[src/rtl/quant_pkg.sv]
// Shared types and constants for the JPEG quantization-table sequencer.
// Holds the FSM state encoding, table layout and float exponent field bounds.
package quant_pkg;

  typedef enum logic [2:0] {
    IDLE  = 3'd0,
    FETCH = 3'd1,
    WAIT  = 3'd2,
    LATCH = 3'd3,
    OUT   = 3'd4,
    DONE  = 3'd5
  } state_e;

  localparam int N_COEF      = 64;
  localparam int LUMA_BASE   = 0;
  localparam int CHROMA_BASE = 64;
  localparam int FP_EXP_MSB  = 30;
  localparam int FP_EXP_LSB  = 23;

  // Zero or denormal quantizers cannot be used as a divisor.
  function automatic logic exp_is_zero(input logic [31:0] w);
    return (w[FP_EXP_MSB:FP_EXP_LSB] == 8'd0);
  endfunction

endpackage

[src/rtl/quant_sequencer.sv]
// Walks one 8x8 block through the quantization-table ROM and hands
// {coefficient, quantizer} pairs to the float divider over valid/ready.
module quant_sequencer
  import quant_pkg::*;
#(
  parameter int DATA_W = 32,
  parameter int ADDR_W = 13
) (
  input  logic              clk_i,
  input  logic              rst_ni,
  input  logic              start_i,
  input  logic              chroma_i,
  input  logic              coef_valid_i,
  input  logic [DATA_W-1:0] coef_data_i,
  output logic              coef_ready_o,
  output logic [ADDR_W-1:0] rom_addr_o,
  input  logic [DATA_W-1:0] rom_data_i,
  output logic              q_valid_o,
  input  logic              q_ready_i,
  output logic [DATA_W-1:0] q_coef_o,
  output logic [DATA_W-1:0] q_div_o,
  output logic [5:0]        q_idx_o,
  output logic              busy_o,
  output logic              done_o,
  output logic              err_o
);

  localparam logic [5:0] IDX_LAST = 6'(N_COEF - 1);

  state_e            state_q, state_d;
  logic [5:0]        idx_q, idx_d;
  logic [ADDR_W-1:0] base_q, base_d;
  logic [ADDR_W-1:0] rom_addr_q, rom_addr_d;
  logic [DATA_W-1:0] coef_q, coef_d;
  logic [DATA_W-1:0] div_q, div_d;
  logic              err_q, err_d;

  always_comb begin
    state_d    = state_q;
    idx_d      = idx_q;
    base_d     = base_q;
    rom_addr_d = rom_addr_q;
    coef_d     = coef_q;
    div_d      = div_q;
    err_d      = err_q;
    case (state_q)
      IDLE: begin
        if (start_i) begin
          base_d  = chroma_i ? ADDR_W'(CHROMA_BASE) : ADDR_W'(LUMA_BASE);
          idx_d   = 6'd0;
          err_d   = 1'b0;
          state_d = FETCH;
        end else begin
          state_d = IDLE;
        end
      end
      FETCH: begin
        if (coef_valid_i) begin
          coef_d     = coef_data_i;
          rom_addr_d = base_q + ADDR_W'(idx_q);
          state_d    = WAIT;
        end else begin
          state_d = FETCH;
        end
      end
      // ROM registers rom_addr_o at the end of this cycle.
      WAIT: state_d = LATCH;
      LATCH: begin
        div_d   = rom_data_i;
        err_d   = err_q | exp_is_zero(rom_data_i);
        state_d = OUT;
      end
      OUT: begin
        if (q_ready_i) begin
          if (idx_q == IDX_LAST) begin
            state_d = DONE;
          end else begin
            idx_d   = idx_q + 6'd1;
            state_d = FETCH;
          end
        end else begin
          state_d = OUT;
        end
      end
      DONE:    state_d = IDLE;
      default: state_d = IDLE;
    endcase
  end

  always_ff @(posedge clk_i) begin
    if (!rst_ni) begin
      state_q    <= IDLE;
      idx_q      <= 6'd0;
      base_q     <= ADDR_W'(LUMA_BASE);
      rom_addr_q <= '0;
      coef_q     <= '0;
      div_q      <= '0;
      err_q      <= 1'b0;
    end else begin
      state_q    <= state_d;
      idx_q      <= idx_d;
      base_q     <= base_d;
      rom_addr_q <= rom_addr_d;
      coef_q     <= coef_d;
      div_q      <= div_d;
      err_q      <= err_d;
    end
  end

  assign coef_ready_o = (state_q == FETCH);
  assign q_valid_o    = (state_q == OUT);
  assign busy_o       = (state_q != IDLE);
  assign done_o       = (state_q == DONE);
  assign rom_addr_o   = rom_addr_q;
  assign q_coef_o     = coef_q;
  assign q_div_o      = div_q;
  assign q_idx_o      = idx_q;
  assign err_o        = err_q;

endmodule

[config.mk]
export PLATFORM = sky130hd
export DESIGN_NAME = quant_sequencer
export DESIGN_NICKNAME = d
export VERILOG_FILES = /design/src/rtl/quant_pkg.sv /design/src/rtl/quant_sequencer.sv
export SDC_FILE = /design/constraint.sdc
export NUM_CORES = 1
export LEC_CHECK = 0
export CAP_MARGIN = 40
export CORE_MARGIN = 2
export CORE_UTILIZATION = 43
export DETAILED_ROUTE_END_ITERATION = 6
export GPL_TIMING_DRIVEN = 0
export PLACE_DENSITY_LB_ADDON = 0.3
export RECOVER_POWER = 50
export SYNTH_ARGS = -nofsm -noshare
export SYNTH_HDL_FRONTEND = slang
export SYNTH_SLANG_ARGS = --single-unit
[constraint.sdc]
create_clock -name clk_i -period 2.23 [get_ports clk_i]
set_input_delay 0.223 -clock clk_i [delete_from_list [all_inputs] [get_ports clk_i]]
set_output_delay 0.223 -clock clk_i [all_outputs]
set_load 0.02 [all_outputs]
**Yosys cells after proc, flatten, opt, wreduce, memory -nomap -nowiden**

Cells that the tools add are included.
W data, S select, Z words.

- Input bits: 70
- Bits in latches: 0
- Bits in read-only memories: 0
- Output and inout port bits: 88
- Word-level logic and storage cells: 40
- Register bits: 100
- Memories: 0
- Memory bits (writable): 0

- $add $sub $neg: 2
- Eq/ne operators: 9
- Shift operators: 0
- Order comparisons: 0
- Reductions and logical operators: 9
- Bitwise operators: 1
- Multiply operators: 0
- Muxes and demuxes: 12
- Div/mod/pow operators: 0

Operators with widths:

| operator | count |
|---|---|
| $mux W6 | 3 |
| $pmux W3 S5 | 1 |
| $add A13 B6 Y13 | 1 |
| $pmux W6 S2 | 1 |
| $logic_not A8 Y1 | 1 |
| $mux W7 | 1 |
| $add A6 B1 Y6 const B | 1 |
| $eq A3 B2 Y1 const B | 2 |
| $eq A3 B3 Y1 const B | 2 |
| $eq A6 B6 Y1 const B | 1 |
| $mux W3 | 2 |
| $reduce_and A2 Y1 | 3 |
| $ne A2 B2 Y1 const B | 2 |
| $reduce_and A4 Y1 | 1 |
| $reduce_bool A2 Y1 | 2 |
| $eq A3 B1 Y1 const B | 1 |
| $logic_not A3 Y1 | 1 |
| $reduce_bool A3 Y1 | 1 |
| $mux W1 | 2 |
| $mux W2 | 1 |
| $ne A2 B1 Y1 const B | 1 |
| $pmux W1 S2 | 1 |
| $or A1 B1 Y1 | 1 |

**Depth between registers and ports, before layout**

Gate-level depths: netlist of the first run.

- Depth in word-level cells: 4
- Gate-level depth with buffers: 7
- Depth with buffers taken out: 5

**Worst setup path before layout of the first run**

No wires, ideal clock.

- Path type: reg-to-reg
- Start point: register state_q[2]
- End point: register coef_q[0] (netlist: q_coef_o[0])
- Slack: 0.714 ns
- Clock period less this slack: 1.516 ns
- Data required time: 2.091 ns
- Stages on the path, launching flop included: 8
- Path buffers: 3
- Setup time: 0.139 ns
- Arrival time: 1.377 ns
- Cell sequence: dfxtp_1 -> buf_6 -> nor3b_4 -> nand2_1 -> buf_2 -> buf_2 -> nand2_1 -> a21oi_2

- Word-level cells in the longest chain between the ends: 2

RTL lines:

| element | line | text |
|---|---|---|
| start, declared | quant_sequencer.sv:30 | `state_e state_q, state_d;` |
| start signal, assigned | quant_sequencer.sv:100 | `state_q <= state_d;` |
| $eq A3 B1 Y1 | -- |  |
| named net coef_ready_o | quant_sequencer.sv:15 | `output logic coef_ready_o,` |
| $reduce_and A2 Y1 (no source line) | -- |  |
| end signal, assigned | quant_sequencer.sv:104 | `coef_q <= coef_d;` |
| end, declared | quant_sequencer.sv:34 | `logic [DATA_W-1:0] coef_q, coef_d;` |

The timed path passes the listed nets, and every way through them passes these cells.
A chain may end at the register's enable or synchronous reset.

**Worst setup path in the final report of the first run**

- Start point: register state_q[2]
- End point: output port q_valid_o

- Word-level cells in the longest chain between the ends: 1

RTL lines:

| element | line | text |
|---|---|---|
| $eq A3 B3 Y1 | quant_sequencer.sv:111 | `assign q_valid_o = (state_q == OUT);` |
| end, declared | quant_sequencer.sv:18 | `output logic q_valid_o,` |

No other way between the ends.

==> results of run 1 <==
## worst register-to-register path, stage by stage, from the launching register on
cell	delay, ns
dfxtp_1	0.31
clkbuf_2	0.20
nor3b_1	0.34
nand2_1	0.14
clkbuf_1	0.25
buf_2	0.26
nand2_1	0.11
a21oi_2	0.05
## cells by family after synthesis
logic type      count (synthesis)
fa+ha+maj                       1
mux                             2
compound gates                 86
flops                          82
buf+inv                        36
other cells                     1
simple gates                  183
## worst paths after layout
check | startpoint | endpoint | slack (ns) | cells after the start
max | state_q[2]$_SDFF_PN0_ | q_valid_o | 0.11 | 3
min reg2reg | q_coef_o[14]$_SDFFE_PN0P_ | q_coef_o[14]$_SDFFE_PN0P_ | 0.45 | 2
min | rom_data_i[15] | q_div_o[15]$_SDFFE_PN0P_ | 0.42 | 3
max reg2reg | state_q[0]$_SDFF_PN0_ | rom_addr_o[5]$_SDFFE_PN0P_ | 0.43 | 7
## registers in the layout (all words and copies together) (netlist names)
name and count:
q_idx_o 6, q_div_o 32, state_q 3, rom_addr_o 7, base_q 1, err_o 1, q_coef_o 32
## cell usage in the layout, fill, tap and decap left out, types with 2 or more instances in the layout
| cell type | count |
|---|---|
| a21oi_1 | 62 |
| a21oi_2 | 10 |
| buf_2 | 6 |
| buf_4 | 7 |
| buf_6 | 2 |
| bufinv_16 | 3 |
| clkbuf_1 | 17 |
| clkbuf_8 | 9 |
| clkdlybuf4s50_1 | 85 |
| clkinv_2 | 2 |
| clkinv_4 | 2 |
| conb_1 | 6 |
| dfxtp_1 | 82 |
| dlygate4sd3_1 | 66 |
| inv_1 | 2 |
| mux2i_1 | 2 |
| nand2_1 | 147 |
| nand2_2 | 3 |
| nand3_1 | 4 |
| nand3b_1 | 2 |
| nand4_1 | 2 |
| nor2_1 | 5 |
| nor3b_1 | 6 |
| nor4_1 | 4 |
| o21ai_1 | 2 |
| o31a_1 | 2 |
## per-layer routing
layer,up-vias,global-route usage,share of wire
li1,1612,-,-
met1,1482,0.252,0.43
met2,95,0.389,0.51
met3,11,0.0476,0.048
met4,0,0.0744,0.015
met5,-,0,0
## power groups by stage
stage | Sequential, mW | Combinational [mW] | Clock (mW)
2_1_floorplan | 1.59 | 0.167 | 0
3_3_place_gp | 1.55 | 0.445 | 0
3_5_place_dp | 1.55 | 0.449 | 0
4_1_cts | 1.52 | 0.454 | 1.30
5_1_grt | 1.52 | 0.469 | 1.36
6_report | 1.52 | 0.435 | 1.27
## repair_timing
item,CTS,global route
gates resized for setup,1,0
endpoints found under the setup margin,1,0
hold buffers,0,0
## final cells by class
type	instances	area, µm²
Buffer	34	189
Clock buffer	9	124
Clock inverter	7	118
Fill cell	589	2150
Inverter	2	7.51
Multi-Input combinational cell	278	1390
Sequential cell	82	1640
Tap cell	99	124
Timing Repair Buffer	151	1510
## Yosys cell counts (2+ instances only)
master / instances / share of area
a21oi_1: 62 / 0.096
a21oi_2: 10 / 0.027
buf_2: 7 / 0.011
buf_4: 7 / 0.016
buf_6: 2 / 0.0070
clkbuf_1: 14 / 0.016
clkbuf_2: 2 / 0.0031
dfxtp_1: 82 / 0.51
inv_1: 2 / 0.0023
mux2i_1: 2 / 0.0062
nand2_1: 147 / 0.17
nand2_2: 3 / 0.0058
nand3_1: 4 / 0.0062
nand3b_1: 2 / 0.0047
nand4_1: 2 / 0.0039
nor2_1: 5 / 0.0058
nor3b_1: 5 / 0.012
nor4_1: 4 / 0.0078
o21ai_1: 2 / 0.0031
o31a_1: 2 / 0.0054
## metrics by stage
| stage | cell area (µm²) | hold WS (ns) |
|---|---|---|
| after global routing | 5110 | 0.415 |
| after global placement | 4870 | 0.442 |
| after CTS | 5120 | 0.411 |
| after floorplan | 3240 | 0.359 |
| after detailed placement | 4870 | 0.446 |
| final | 5110 | 0.424 |
==> summary.md, run 1 <==
| Metric | Value |
|---|---|
| Yosys warning total | 0 |
| Net Sw Frac | 0.234 |
| Post-Syn Area per Cell | between 8 and 9 µm² |
| Finished Layout Cells | 662 |
| Clk root buf | clkbuf_8 |
| I/O Buffers | between 150 and 200 |
| Fin. Hold Viols | 0 |
| Tot Pwr | 3.22 mW |
| Int Pwr | 2.47 mW |
| GPL Wtd Cong | 0.902 |
| RSZ-0062 raised after global routing | no |
| Ys async rst share | 0 |
| Power share of the clock group | 0.394 |
| Post-DP HPWL | 6.70 mm |
| Place WS | 0.213 ns |
| Outcome | finished clean |
| Xor-xnor portion of the synthesized cell area | 0 |
| Placed cell count | 646 |
| Post-synthesis compound-gate area fraction | 0.164 |
| Max Root-Sink Buffers | 2 |
| Crit end category | output port |
| Worst Path Buf+Inv | 2 |
| Part of the power in registers | 0.471 |
| Die span in y | between 90 and 100 µm |
| Power Density | 631 mW/mm² |
| Mapped Area | about 0.0032 mm² |
| Combinational share of power | 0.135 |
| Slew HR | 0.571 |
| Worst Path Max Fanout | 10 |
| Mux share of post-synthesis cell area | 0.00622 |
| Detailed-route vias per instance | 4.83 |
| Initial antenna violation count | 0 |
| Startpoint types | flop |
| Leak | 1.98 nW |
| Fin crit share | 0.949 |
| Die area | 0.00819 mm² |
| Max frequency | 473 MHz |
| Routed Antenna Nets | 0 |
| Starting DRT DRC Count | 85 |
| Routed len/inst | 13.3 µm |
| Post-synth EDFFs | 0 |
| Final #Nets | 629 |
| Ports | 158 |
| Slowest-stage cell, CP | clkdlybuf4s50_1 |
| Sw power | 0.756 mW |
| Worst vdd ir | between 0.3 and 0.4 mV |
| Setup WS post-layout | 0.114 ns |
| Inserted Diodes | 0 |
| Post-CTS setup buffer count | 0 |
| Htree depth | 3 |
| Initial Util | 0.444 |
| Worst setup path class | reg -> out |
| GRT overflow | 0 |
| Setup_tns | 0 ns |
| Max Transition Viols Final | 0 |
| P&R area growth vs syn | 58.7% |
| Die width | 90.5 µm |
| Final Setup Violations | 0 |
| Hold Crit Class | in -> reg |
| Crit path max-delay family | buffers and inverters |
| Total GRT Usage | 0.216 |
| CORE AREA | approximately 0.0073 mm² |
| Adder-Cell Fraction of Synth Area | 0.00389 |
| Post-layout util | 0.704 |
| Sink Count | 82 |
| Global-route wire length before repair | 14.5 mm |
| Most used flip-flop cell after synthesis | dfxtp_1 |
| Critical Path RT | 2.01 ns |
| Skew final | 0.00561 ns |
| Crit-path cells | buf_6, nor3b_4, clkdlybuf4s50_1 |
| Share of layout cells above drive strength 1 | 0.0941 |
| Total number of vias | roughly 3.2k |
| Reg clk slew, reported paths | 0.08 ns |
| CTS tree | built |
| Sequential share of the synthesized area | 0.510 |
| Worst-skew pair later-pin latency | 0.34 ns |
| Post-Synth Simple-Gate Area | 0.253 |
| Post-route minimum period | 2.12 ns |
| Largest family of logic cells by synthesized area | simple AND/OR/NAND/NOR gates |
| Yosys reg bits | just over 80 |
| Rows | 31 |
| MaxCap Viol Count | 0 |
| Synthesized instance count | ~400 |
| Largest stage delay, worst path | 0.67 ns |
| Largest net degree at the start of global routing | 15 |
| DR pass1 iterations | 4 |
| CP Data Arrival Time | 1.89 ns |
| WL final | 8.81 mm |
| Residual DRC count | 0 |
| Num CTS Buffers | 9 |
| Vias in the first global route | 3082 |
| Least-Margin Pin Slew | ~0.64 ns |
| Synth unique cells | 45 |
No activity file was read; power rests on OpenSTA's default activity.
==> run 2: changes to the inputs <==
- ABC_AREA: unset -> 1
- CORE_UTILIZATION: 43 -> 40
- clock period: 2.23 -> 2.1 ns (I/O delays scaled with it)
==> summary.md, run 2 <==
| Metric | Value |
|---|---|
| Outcome | finished clean |
| Die span in y | 92.6 µm |
| Fin. Hold Viols | 0 |
| R2r startpoint | state_q[0]$_SDFF_PN0_ |
| Global-route wire length before repair | between 10 and 15 mm |
| Worst-skew pair later-pin latency | 0.34 ns |
| Fin crit share | 0.903 |
| Post-synth EDFFs | 0 |
| Reg2reg end | q_coef_o[12]$_SDFFE_PN0P_ |
| Worst reg2reg setup slack | 0.24 ns |
| Rows | 32 |
| Starting DRT DRC Count | around 140 |
| Hold WS | about 0.25 ns |
| CTS tree | built |
| Post-Syn Area per Cell | ~7.6 µm² |
| Most frequent cells in the layout | nor2_1, clkdlybuf4s50_1, dfxtp_1 |
| MaxCap Viol Count | 0 |
| Hold_buf cts | 0 |
| Mapped Area | 0.00314 mm² |
| Hold endpoint | q_coef_o[15]$_SDFFE_PN0P_ |
| Yosys reg bits | 82 |
| Post-layout util | 0.645 |
| Most common cell after layout, fill and taps aside | nor2_1 |
| Worst Path Max Fanout | 7 |
| Yosys warning total | 0 |
| Post-route minimum period | 1.90 ns |
| Hold Crit Start | rst_ni |
| Residual DRC count | 0 |
| Least-Margin Pin Slew | 0.676 ns |
| Largest net degree at the start of global routing | 14 |
| Worst vdd ir | ~0.44 mV |
| Initial antenna violation count | 0 |
| Final #Nets | 648 |
| Most used flip-flop cell after synthesis | dfxtp_1 |
| Total number of vias | 3252 |
| Vias in the first global route | 3123 |
| Startpoint types | flop |
| Crit end category | output port |
| Max Transition Viols Final | 0 |
| Routed len/inst | 12.7 µm |
| Place WS | 0.446 ns |
| R2R depth | 8 |
| Most frequent cells after synthesis | nor2_1, dfxtp_1, o21ai_0 |
| Total GRT Usage | 0.203 |
| Clk root buf | clkbuf_8 |
| WL final | 8.67 mm |
| Hold path depth | 3 |
| Area share of the largest cell type after synthesis | 0.523 |
| Setup_tns | 0 ns |
| Ranking of synthesized cells by area | dfxtp_1, nor2_1, o21ai_0 |
| Synth unique cells | 26 |
| CTS resizes | 0 |
| Slew HR | 0.547 |
| Routed Antenna Nets | 0 |
| Final Setup Violations | 0 |
| Setup WS post-layout | 0.204 ns |
| Post-CTS setup buffer count | 0 |
| Max Root-Sink Buffers | 2 |
| RSZ-0062 raised after global routing | no |
| CORE AREA | 0.00765 mm² |
| Ys async rst share | 0 |
| Leak | 2.09 nW |
| Num CTS Buffers | 9 |
| Hold Crit Class | in -> reg |
| CP Data Arrival Time | 1.69 ns |
| Sink Count | 82 |
| Share of layout cells above drive strength 1 | 0.0550 |
| Max frequency | ~530 MHz |
| Critical Path RT | 1.89 ns |
| P&R area growth vs syn | 57.3% |
| Fill cells | 687 |
| Inserted Diodes | 0 |
| I/O Buffers | 150 |
| Htree depth | 3 |
| Initial Util | 0.410 |
| GPL Wtd Cong | 0.909 |
| Die area | about 0.0086 mm² |
| Post-DP HPWL | 6.47 mm |
| Power Density | between 700 and 800 mW/mm² |
| GRT overflow | 0 |
| Ports | 158 |
| DR pass1 iterations | 5 |
| Die width | ~93 µm |
| Synth area leader | dfxtp_1 |
| Detailed-route vias per instance | 4.75 |
| Top-count cell post-synth | nor2_1 |
| Sequential share of the synthesized area | 0.523 |
| Synthesized instance count | between 400 and 500 |
| Worst setup path class | reg -> out |
| Skew final | between 0.009 and 0.01 ns |
| Reg clk slew, reported paths | 0.08 ns |
-- run 2: critical path, stage by stage, from the launching register on --
cell,delay [ns]
dfxtp_1,0.36
inv_2,0.09
nor3_1,0.23
clkdlybuf4s50_1,0.67
-- run 2: area by class of cell --
class,count,area [µm²],share of cell area
timing repair buffer,150,1500,0.304
inverter,24,90.1,0.0183
multi-input combinational,283,1230,0.250
clock buffer,11,131,0.0266
clock inverter,5,55.1,0.0112
tap,102,128,0.0259
sequential,82,1640,0.333
buffer,27,155,0.0314
-- run 2: worst max-delay path by stage --
stage | from | endpoint | slack [ns] | cells past startpoint
floorplan | q_idx_o[1]$_SDFFE_PN0P_ | q_idx_o[1]$_SDFFE_PN0P_ | 0.73 | 8
global placement | coef_valid_i | q_coef_o[12]$_SDFFE_PN0P_ | 0.48 | 7
detailed placement | coef_valid_i | q_coef_o[12]$_SDFFE_PN0P_ | 0.45 | 7
CTS | state_q[2]$_SDFF_PN0_ | done_o | 0.16 | 3
global route | state_q[0]$_SDFF_PN0_ | q_coef_o[4]$_SDFFE_PN0P_ | 0.06 | 7
finish | state_q[2]$_SDFF_PN0_ | done_o | 0.20 | 3
-- run 2: logic make-up (layout without fill, tap and decap cells) --
kind of cell | after synthesis | after routing | synth area share
DFF | 82 | 82 | 0.523
and+or+nand+nor | 182 | 182 | 0.239
buffers and inverters | 51 | 217 | 0.0817
adders and majority gates | 1 | 1 | 0.00399
other | 1 | 6 | 0.00120
AOI/OAI and AO/OA | 94 | 94 | 0.151
-- run 2: report_power, final --
group          total [mW]  internal [mW]  switching (mW)
clock network        1.11          0.547           0.560
registers            1.69           1.64          0.0463
logic               0.665          0.327           0.338
total                3.46           2.52           0.944
-- run 2: per-layer routing --
| metal | vias up | GRT usage | wire length (µm) |
|---|---|---|---|
| met2 | 156 | 0.342 | 3930 |
| met5 | - | 0 | 0 |
| met4 | 0 | 0.0709 | 136 |
| li1 | 1638 | - | - |
| met1 | 1447 | 0.237 | 3570 |
| met3 | 11 | 0.0740 | 1030 |
-- run 2: per-stage QoR --
stage	cell area, µm²	power [mW]	cells
2_1_floorplan	3160	2.05	416
4_1_cts	4970	3.51	684
5_1_grt	4940	3.62	684
6_report	4940	3.46	684
3_5_place_dp	4790	2.41	668
3_3_place_gp	4790	2.40	668
